===== src/rtl/pc_pkg.sv =====
// Shared definitions for the program counter with call/return stack.
package pc_pkg;

   // Operation selected for the current edge, listed in priority order.
   typedef enum logic [2:0] {
      OP_CLR,
      OP_HOLD,
      OP_RET,
      OP_CALL,
      OP_JMP,
      OP_BR,
      OP_INC
   } pc_op_e;

   // Width used to carry a sign-extended branch offset before trimming to W.
   localparam int EXT_W = 32;

   // Sign-extend the low off_w bits of off to EXT_W bits.
   function automatic logic [EXT_W-1:0] sext_off(input logic [EXT_W-1:0] off,
                                                 input int off_w);
      logic [EXT_W-1:0] res;
      res = off;
      for (int i = 0; i < EXT_W; i++) begin
         if (i >= off_w) res[i] = off[off_w-1];
      end
      return res;
   endfunction

endpackage


===== src/rtl/pc_ret_stack.sv =====
// Hardware return-address stack (LIFO). Only the stack pointer is reset;
// entries above the pointer are don't-care. Push into a full stack and pop
// from an empty stack are ignored here; the parent reports them as errors.
module pc_ret_stack #(
   parameter int W     = 8,
   parameter int DEPTH = 4
) (
   input  logic         clk,
   input  logic         rst,
   input  logic         clr,
   input  logic         push,
   input  logic         pop,
   input  logic [W-1:0] din,
   output logic [W-1:0] top,
   output logic         full,
   output logic         empty
);

   localparam int SP_W = $clog2(DEPTH + 1);
   localparam int AW   = (DEPTH > 1) ? $clog2(DEPTH) : 1;

   logic [SP_W-1:0] sp;
   logic [SP_W-1:0] sp_dec;
   logic [W-1:0]    mem [DEPTH];

   assign full   = (sp == SP_W'(DEPTH));
   assign empty  = (sp == '0);
   assign sp_dec = sp - SP_W'(1);
   assign top    = empty ? '0 : mem[AW'(sp_dec)];

   // Stack pointer: cleared by reset or clr, moves on accepted push/pop.
   always_ff @(posedge clk or negedge rst) begin
      if (!rst) begin
         sp <= '0;
      end else if (clr) begin
         sp <= '0;
      end else if (push && !full) begin
         sp <= sp + SP_W'(1);
      end else if (pop && !empty) begin
         sp <= sp_dec;
      end
   end

   // Entry storage: written at the current pointer on an accepted push, never reset.
   always_ff @(posedge clk) begin
      if (push && !full && !clr) begin
         mem[AW'(sp)] <= din;
      end
   end

endmodule


===== src/rtl/pc_call_stack.sv =====
// Program counter with stall, absolute jump, signed relative branch,
// call/return through a hardware return stack and sticky stack error flags.
// One operation is chosen per edge: ID_rst > stall > ret > call > jmp > br > inc.
module pc_call_stack
   import pc_pkg::*;
#(
   parameter int           W       = 8,
   parameter int           OFF_W   = 8,
   parameter int           DEPTH   = 4,
   parameter logic [W-1:0] RST_VEC = '0
) (
   input  logic             clk,
   input  logic             rst,
   input  logic             ID_rst,
   input  logic             ID_en,
   input  logic             skok_pc,
   input  logic [W-1:0]     adres_skok_pc,
   input  logic             br_pc,
   input  logic [OFF_W-1:0] br_off,
   input  logic             call_pc,
   input  logic             ret_pc,
   output logic [W-1:0]     PC_count,
   output logic             stk_full,
   output logic             stk_empty,
   output logic             err_ovf,
   output logic             err_unf
);

   pc_op_e           op;
   logic [W-1:0]     pc_next;
   logic [W-1:0]     pc_inc;
   logic [W-1:0]     pc_br;
   logic [EXT_W-1:0] off_ext;
   logic [W-1:0]     stk_top;
   logic             push;
   logic             pop;
   logic             clr;

   assign off_ext = sext_off(EXT_W'(br_off), OFF_W);
   assign pc_inc  = PC_count + W'(1);
   assign pc_br   = PC_count + off_ext[W-1:0];

   // Priority encoder: pick the single operation for this edge.
   always_comb begin
      op = OP_INC;
      if (ID_rst)       op = OP_CLR;
      else if (!ID_en)  op = OP_HOLD;
      else if (ret_pc)  op = OP_RET;
      else if (call_pc) op = OP_CALL;
      else if (skok_pc) op = OP_JMP;
      else if (br_pc)   op = OP_BR;
   end

   // Next PC and stack controls; a full call or empty ret falls through to PC+1.
   always_comb begin
      pc_next = pc_inc;
      push    = 1'b0;
      pop     = 1'b0;
      clr     = 1'b0;
      unique case (op)
         OP_CLR: begin
            pc_next = RST_VEC;
            clr     = 1'b1;
         end
         OP_HOLD: pc_next = PC_count;
         OP_RET: begin
            if (!stk_empty) begin
               pc_next = stk_top;
               pop     = 1'b1;
            end
         end
         OP_CALL: begin
            if (!stk_full) begin
               pc_next = adres_skok_pc;
               push    = 1'b1;
            end
         end
         OP_JMP:  pc_next = adres_skok_pc;
         OP_BR:   pc_next = pc_br;
         default: pc_next = pc_inc;
      endcase
   end

   // PC register.
   always_ff @(posedge clk or negedge rst) begin
      if (!rst) PC_count <= RST_VEC;
      else      PC_count <= pc_next;
   end

   // Sticky error flags, cleared only by reset or ID_rst.
   always_ff @(posedge clk or negedge rst) begin
      if (!rst) begin
         err_ovf <= 1'b0;
         err_unf <= 1'b0;
      end else if (op == OP_CLR) begin
         err_ovf <= 1'b0;
         err_unf <= 1'b0;
      end else begin
         if (op == OP_CALL && stk_full)  err_ovf <= 1'b1;
         if (op == OP_RET  && stk_empty) err_unf <= 1'b1;
      end
   end

   pc_ret_stack #(
      .W     (W),
      .DEPTH (DEPTH)
   ) u_stack (
      .clk   (clk),
      .rst   (rst),
      .clr   (clr),
      .push  (push),
      .pop   (pop),
      .din   (pc_inc),
      .top   (stk_top),
      .full  (stk_full),
      .empty (stk_empty)
   );

endmodule


===== config.mk =====
export PLATFORM = sky130hd
export DESIGN_NAME = pc_call_stack
export DESIGN_NICKNAME = d
export VERILOG_FILES = /design/src/rtl/pc_pkg.sv /design/src/rtl/pc_ret_stack.sv /design/src/rtl/pc_call_stack.sv
export SDC_FILE = /design/constraint.sdc
export NUM_CORES = 1
export LEC_CHECK = 0
export BUFFER_PORTS_ARGS = -buffer_cell sky130_fd_sc_hd__buf_4
export CAP_MARGIN = 5
export CORE_MARGIN = 2
export CORE_UTILIZATION = 46
export CTS_CLUSTER_DIAMETER = 60
export DETAILED_ROUTE_END_ITERATION = 8
export GPL_TIMING_DRIVEN = 0
export PLACE_DENSITY = 0.66
export SLEW_MARGIN = 20
export SYNTH_ARGS = -nofsm -noshare
export SYNTH_HDL_FRONTEND = slang
export SYNTH_SLANG_ARGS = --single-unit

===== constraint.sdc =====
create_clock -name clk -period 3.2 [get_ports clk]
set_clock_uncertainty 0.15 [all_clocks]
set_input_delay 0.32 -clock clk [delete_from_list [all_inputs] [get_ports clk]]
set_output_delay 0.32 -clock clk [all_outputs]
set_load 0.1 [all_outputs]

### Word level (Yosys, flattened, before mapping)

Memory sizes are Yosys's and may differ from the RTL's.
Index checks and enable logic that the tools add are counted.

| cells by class | value |
|---|---|
| add/sub/neg operators | 4 |
| equal/unequal tests | 6 |
| multiplexer cells | 23 |
| reduce and logical (&&, ||, !) cells | 13 |

Operators by type and width:

| operator | count |
|---|---|
| 8-bit one-hot mux with 6 select lines | 1 |
| 3-bit two-way mux | 7 |
| 8-bit two-way mux | 2 |
| 1-bit two-way mux | 11 |
| 3-bit equality test (second input constant) | 3 |
| 8-bit by 1-bit adder with 8-bit output (second input constant) | 1 |
| 8-bit adder | 1 |
| 3-bit by 2-bit equality test with 1-bit output (second input constant) | 2 |
| 3-bit logical NOT | 2 |
| 1-bit logical AND | 5 |
| 2-bit two-way mux | 2 |
| 2-bit nonzero test | 2 |
| 3-bit by 1-bit adder with 3-bit output (second input constant) | 1 |
| 3-bit by 1-bit equality test with 1-bit output (second input constant) | 1 |
| 1-bit logical NOT | 3 |
| 3-bit nonzero test | 1 |
| 3-bit by 1-bit subtractor with 3-bit output (second input constant) | 1 |

| word-level totals | value |
|---|---|
| bits in registers | 13 |
| RAM bits | 32 |
| word-level logic and storage cells | 51 |
| memories kept | 1 |

Memory list:

| memory | depth | width | rd ports | clocked after Yosys merged registers in | wr ports | RTL line | RTL |
|---|---|---|---|---|---|---|---|
| u_stack.mem | 4 | 8 | 1 | 0 | 1 | pc_ret_stack.sv:24 | `logic [W-1:0] mem [DEPTH];` |

### Logic depth before layout (Yosys ltp)

| logic depth | value |
|---|---|
| word-level depth | 12 |
| gate-level depth with buffers | 9 |
| depth with buffers taken out | 8 |

### Cells and area by module

A second synthesis with hierarchy kept.

| unflattened totals | value |
|---|---|
| cells, all modules | 227 |
| area, all modules | 2,740.1 sq um |

Modules (own cells, without submodules):

| module | instances | cells each | area an instance (sq um) |
|---|---|---|---|
| pc_ret_stack | 1 | 87 | 1,547.7 |
| pc_call_stack | 1 | 140 | 1,192.4 |

### Worst setup path after synthesis

Ideal clock, no wire load.

| timing | value |
|---|---|
| path kind | flip-flop to flip-flop |
| start point | reg u_stack.sp[0] |
| end point | reg PC_count[5] |
| library setup time | 0.125 ns |
| data arrival time | 3.180 ns |
| data required time | 2.925 ns |
| setup slack | -0.255 ns |
| stages on the path, launching flop included | 10 |
| period minus slack after synthesis | 3.455 ns |
| path through | dfrtp_1 buf_2 inv_1 ha_1 nor2b_1 nor3_1 clkbuf_1 a221o_1 a21oi_1 a21oi_1 |

| on the way | value |
|---|---|
| elaborated cells on any way between the ends | 7 |
| those cells by class | add/sub (1); eq/ne (1); mux (3); reduce/logical (1); memory (1) |

RTL lines:

| element | RTL line | RTL |
|---|---|---|
| from (decl) | pc_ret_stack.sv:22 | `logic [SP_W-1:0] sp;` |
| from (signal assigned) | pc_ret_stack.sv:38 | `sp <= sp + SP_W'(1);` |
| from (signal assigned) | pc_ret_stack.sv:40 | `sp <= sp_dec;` |
| 3-bit logical NOT | pc_ret_stack.sv:27 | `assign empty = (sp == '0);` |
| via stk_empty | pc_call_stack.sv:24 | `output logic stk_empty,` |
| 8-bit two-way mux | pc_call_stack.sv:67 | `if (!stk_empty) begin` |
| 8-bit one-hot mux with 6 select lines | pc_call_stack.sv:60 | `unique case (op)` |
| to (signal assigned) | pc_call_stack.sv:87 | `else PC_count <= pc_next;` |
| to (decl) | pc_call_stack.sv:22 | `output logic [W-1:0] PC_count,` |

The timed path passes the listed nets, and every way through them passes these cells.
A chain may end at the register's enable or synchronous reset.

### Worst setup path in the final report

| timing | value |
|---|---|
| start point | reg u_stack.sp[0] |
| end point | reg PC_count[6] |

| on the way | value |
|---|---|
| word-level cells in the longest chain between the ends | 4 |
| elaborated cells on any way between the ends | 7 |
| those cells by class | add/sub (1); eq/ne (1); mux (3); reduce/logical (1); memory (1) |

RTL lines:

| element | RTL line | RTL |
|---|---|---|
| 3-bit by 1-bit subtractor with 3-bit output | pc_ret_stack.sv:28 | `assign sp_dec = sp - SP_W'(1);` |
| memory read 4 x 8 bit | n/a |  |
| 8-bit two-way mux | pc_call_stack.sv:67 |  |
| 8-bit one-hot mux with 6 select lines * | pc_call_stack.sv:60 |  |

Every way passes the cells marked *; elsewhere a longest branch is shown, timed or not.

==> out/qor.yml <==
outcome: "complete, no violations"
path_clk_slew_ns: 0.09
rows: 27
worst-path-max-fanout: 10
utilization: 0.5556
die_w_um: 78.35
start_util: 0.4704
finalCritPeriodShare: 0.8825
synthArstFlopShare: 0.2889
diodes: 0
synth_fp_nets: 250
p_int_uw: 924.2
top_layer: "met4"
synth.cell_area_um2: 2542
rsz0062_at_grt: "false"
critPathMaxStageDelay_ns: 0.43
cp_top_family: "buffers and inverters"
cts_resized: 0
io_buffers: 35
drt.antenna.violating_nets: 0
gr-usage-all-layers: 0.2075
clk_latency_ns: 0.31
critical_path_required_ns: 3.24
clock_path_buffers: 2
postSynthAreaPerCell_um2: 11.99
fin_setup_tns_ns: 0
grt_pass1_wl_um: 9694
netlist_instances: 212
synth.top_cell.area_share: 0.3780
finalHoldViolCount: 0
wl_met2_um: 2866
critPathLaunchType: "flip-flop"
path_class: "reg -> reg"
vias: 1943
slowest_stage: "buf_1"
cts_root_buf: "clkbuf_8"
fin_crit_ns: 2.824
clkPwrFrac: 0.264
yosysSeqAreaShare: 0.5059
core_area_um2: 5405
fillerInstances: 485
drc: 0
switching_share: 0.3386
ys.flop_type: "edfxtp_1"
seq_power_share: 0.485
synthDistinctLibCells: 50
ctsHoldBuffers: 1
dpl.hpwl_um: 4522
nets: 293
htree_levels: 2
cp_num_buf_inv: 3
worst_setup_path_end_kind: "flip-flop"
drv_cap: 0
critPathArrivalTime_ns: 2.86
wl_met3_um: 321
routed_via_density: 5.924
place_area_um2: 2903
design_area_um2: 3003
yosys-top-cells-area: "edfxtp_1 (38%), dfrtp_1 (13%), mux4_2 (7.1%)"
p_sw_uw: 473.2
path_cells: "buf_2 > inv_1 > ha_1 > buf_1 > mux4_2 > a221oi_1 > o31a_1 > a21oi_1"
routabilityCongestion: 0.8206
routed_wirelength_um: 6140
synth-seq-cells: 45
vdd_drop_max_uv: 263.7
p_leak_nw: 1.191
cts_tree: "built"
numCtsBuffers: 5
synth_edf_count: 32
maxSlewHeadroom: 0.4623
grt_max_degree: 16
die_area_um2: 6138
fmax_mhz: 354.1
cts_sinks: 45
p_comb_frac: 0.251
yosysWarnings: 0
grt_overflow: 0
wl_per_cell_um: 18.72
first_pass_iters: 5
grt_pass1_vias: 1868
cts_setup_buffers: 0
hold_path_class: "in -> reg"
routedLengthMet1_um: 2904
layout-drive-gt1-share: 0.2227
p_per_area_nw_per_um2: 465.3
drtIter0Drc: 127
report.final.setup_viol: 0
slew_viol_final: 0
worst_pin_slew_ns: 0.8030
area.growth.synth_to_final_pct: 18.11
fp.dieH_um: 78.35
synth_top_cell_by_area: "edfxtp_1"
antenna_found_initial: 0
io-pin-count: 36
final timing paths:
check,startpoint,end,slack [ns],depth (start not counted)
max,u_stack.sp[0],PC_count[6],0.38,8
min reg2reg,err_ovf,err_ovf,0.38,2
max reg2reg,u_stack.sp[0],PC_count[6],0.38,8
max in group asynchronous,rst,PC_count[6],2.47,2
min in group asynchronous,rst,u_stack.sp[0],0.25,2
min,adres_skok_pc[0],PC_count[0],0.11,3
flip-flops by register name (all words and copies together) (netlist names):
| register | count |
|---|---|
| PC_count | 8 |
| err_ovf | 1 |
| u_stack.mem | 32 |
| err_unf | 1 |
| u_stack.sp | 3 |
power groups by stage:
stage	Sequential (mW)	Combinational (mW)	Clock, mW
2_1_floorplan	0.773	0.159	0
4_1_cts	0.677	0.351	0.372
3_3_place_gp	0.689	0.345	0
3_5_place_dp	0.690	0.348	0
5_1_grt	0.680	0.376	0.393
6_report	0.678	0.351	0.368
cells in the final DEF, fill, tap and decap left out, drive strengths merged, types with 2 or more instances in the layout:
master,count
a211oi,3
a21o,3
a21oi,13
a221oi,2
a222oi,2
a22oi,3
a31oi,3
a32oi,2
and2,5
and3,5
buf,39
clkbuf,9
clkinv,2
dfrtp,13
edfxtp,32
ha,13
inv,10
mux4,8
nand2,8
nand3,7
nor2,13
nor2b,5
nor3,4
nor3b,2
o211ai,3
o21ai,7
o21bai,3
o22a,3
o22ai,4
o31a,2
or2,3
xnor2,4
xor2,6
area by class of cell:
type                       count  area, um^2  share of cell area
clock inverter                 3       21.27            0.007083
timing repair buffer          36       272.8             0.09083
sequential                    45        1286              0.4283
clock buffer                   5       68.82             0.02292
inverter                       9       33.78             0.01125
buffer                         8       38.79             0.01292
tap                           72       90.09             0.03000
multi-input combinational    150        1191              0.3967
synthesized netlist by cell type, types with 2 or more instances:
cell      instances
edfxtp_1         32
a21oi_1          13
dfrtp_1          13
ha_1             13
nor2_1           13
inv_1             9
mux4_2            8
nand2_1           8
nand3_1           7
xor2_1            6
and2_1            5
and3_1            5
nor2b_1           5
clkbuf_1          4
nor3_1            4
o21ai_1           4
o22ai_1           4
xnor2_1           4
a211oi_1          3
a21o_1            3
a22oi_1           3
a31oi_1           3
o211ai_1          3
o21ai_0           3
o21bai_1          3
o22a_1            3
a221oi_1          2
a222oi_1          2
a32oi_1           2
buf_1             2
nor3b_1           2
o31a_1            2
or2_2             2
logic make-up (layout without fill, tap and decap cells):
logic type,count (synthesis),in the layout,synth area share
AO/OA/AOI/OAI,59,59,0.1604
XOR/XNOR,10,10,0.03445
adder cells (fa/ha/maj),14,14,0.07185
buffers and inverters,17,61,0.02854
flip-flops,45,45,0.5059
multiplexers,9,9,0.07480
AND/OR/NAND/NOR,58,58,0.1240
tightest hold or removal path: stages:
cell and delay [ns]:
buf_4 0.08, a222oi_1 0.07, nand2_1 0.06
through the flow:
stage / instances / hold WS, ns / setup WS [ns] / power [mW]
floorplan: 212 / -0.1256 / 0.1138 / 0.9326
global placement: 319 / 0.03437 / 0.3654 / 1.034
detailed placement: 319 / 0.03801 / 0.3356 / 1.038
CTS: 328 / 0.09989 / 0.3140 / 1.400
global route: 328 / 0.1336 / 0.1826 / 1.449
finish: 328 / 0.1057 / 0.3760 / 1.397
per-layer routing:
metal,GRT usage,vias to the layer above
li1,-,911
met1,0.3096,960
met2,0.3181,68
met3,0.03678,4
met4,0.04737,0
met5,0,-
Power figures use the tool's default switching activity.
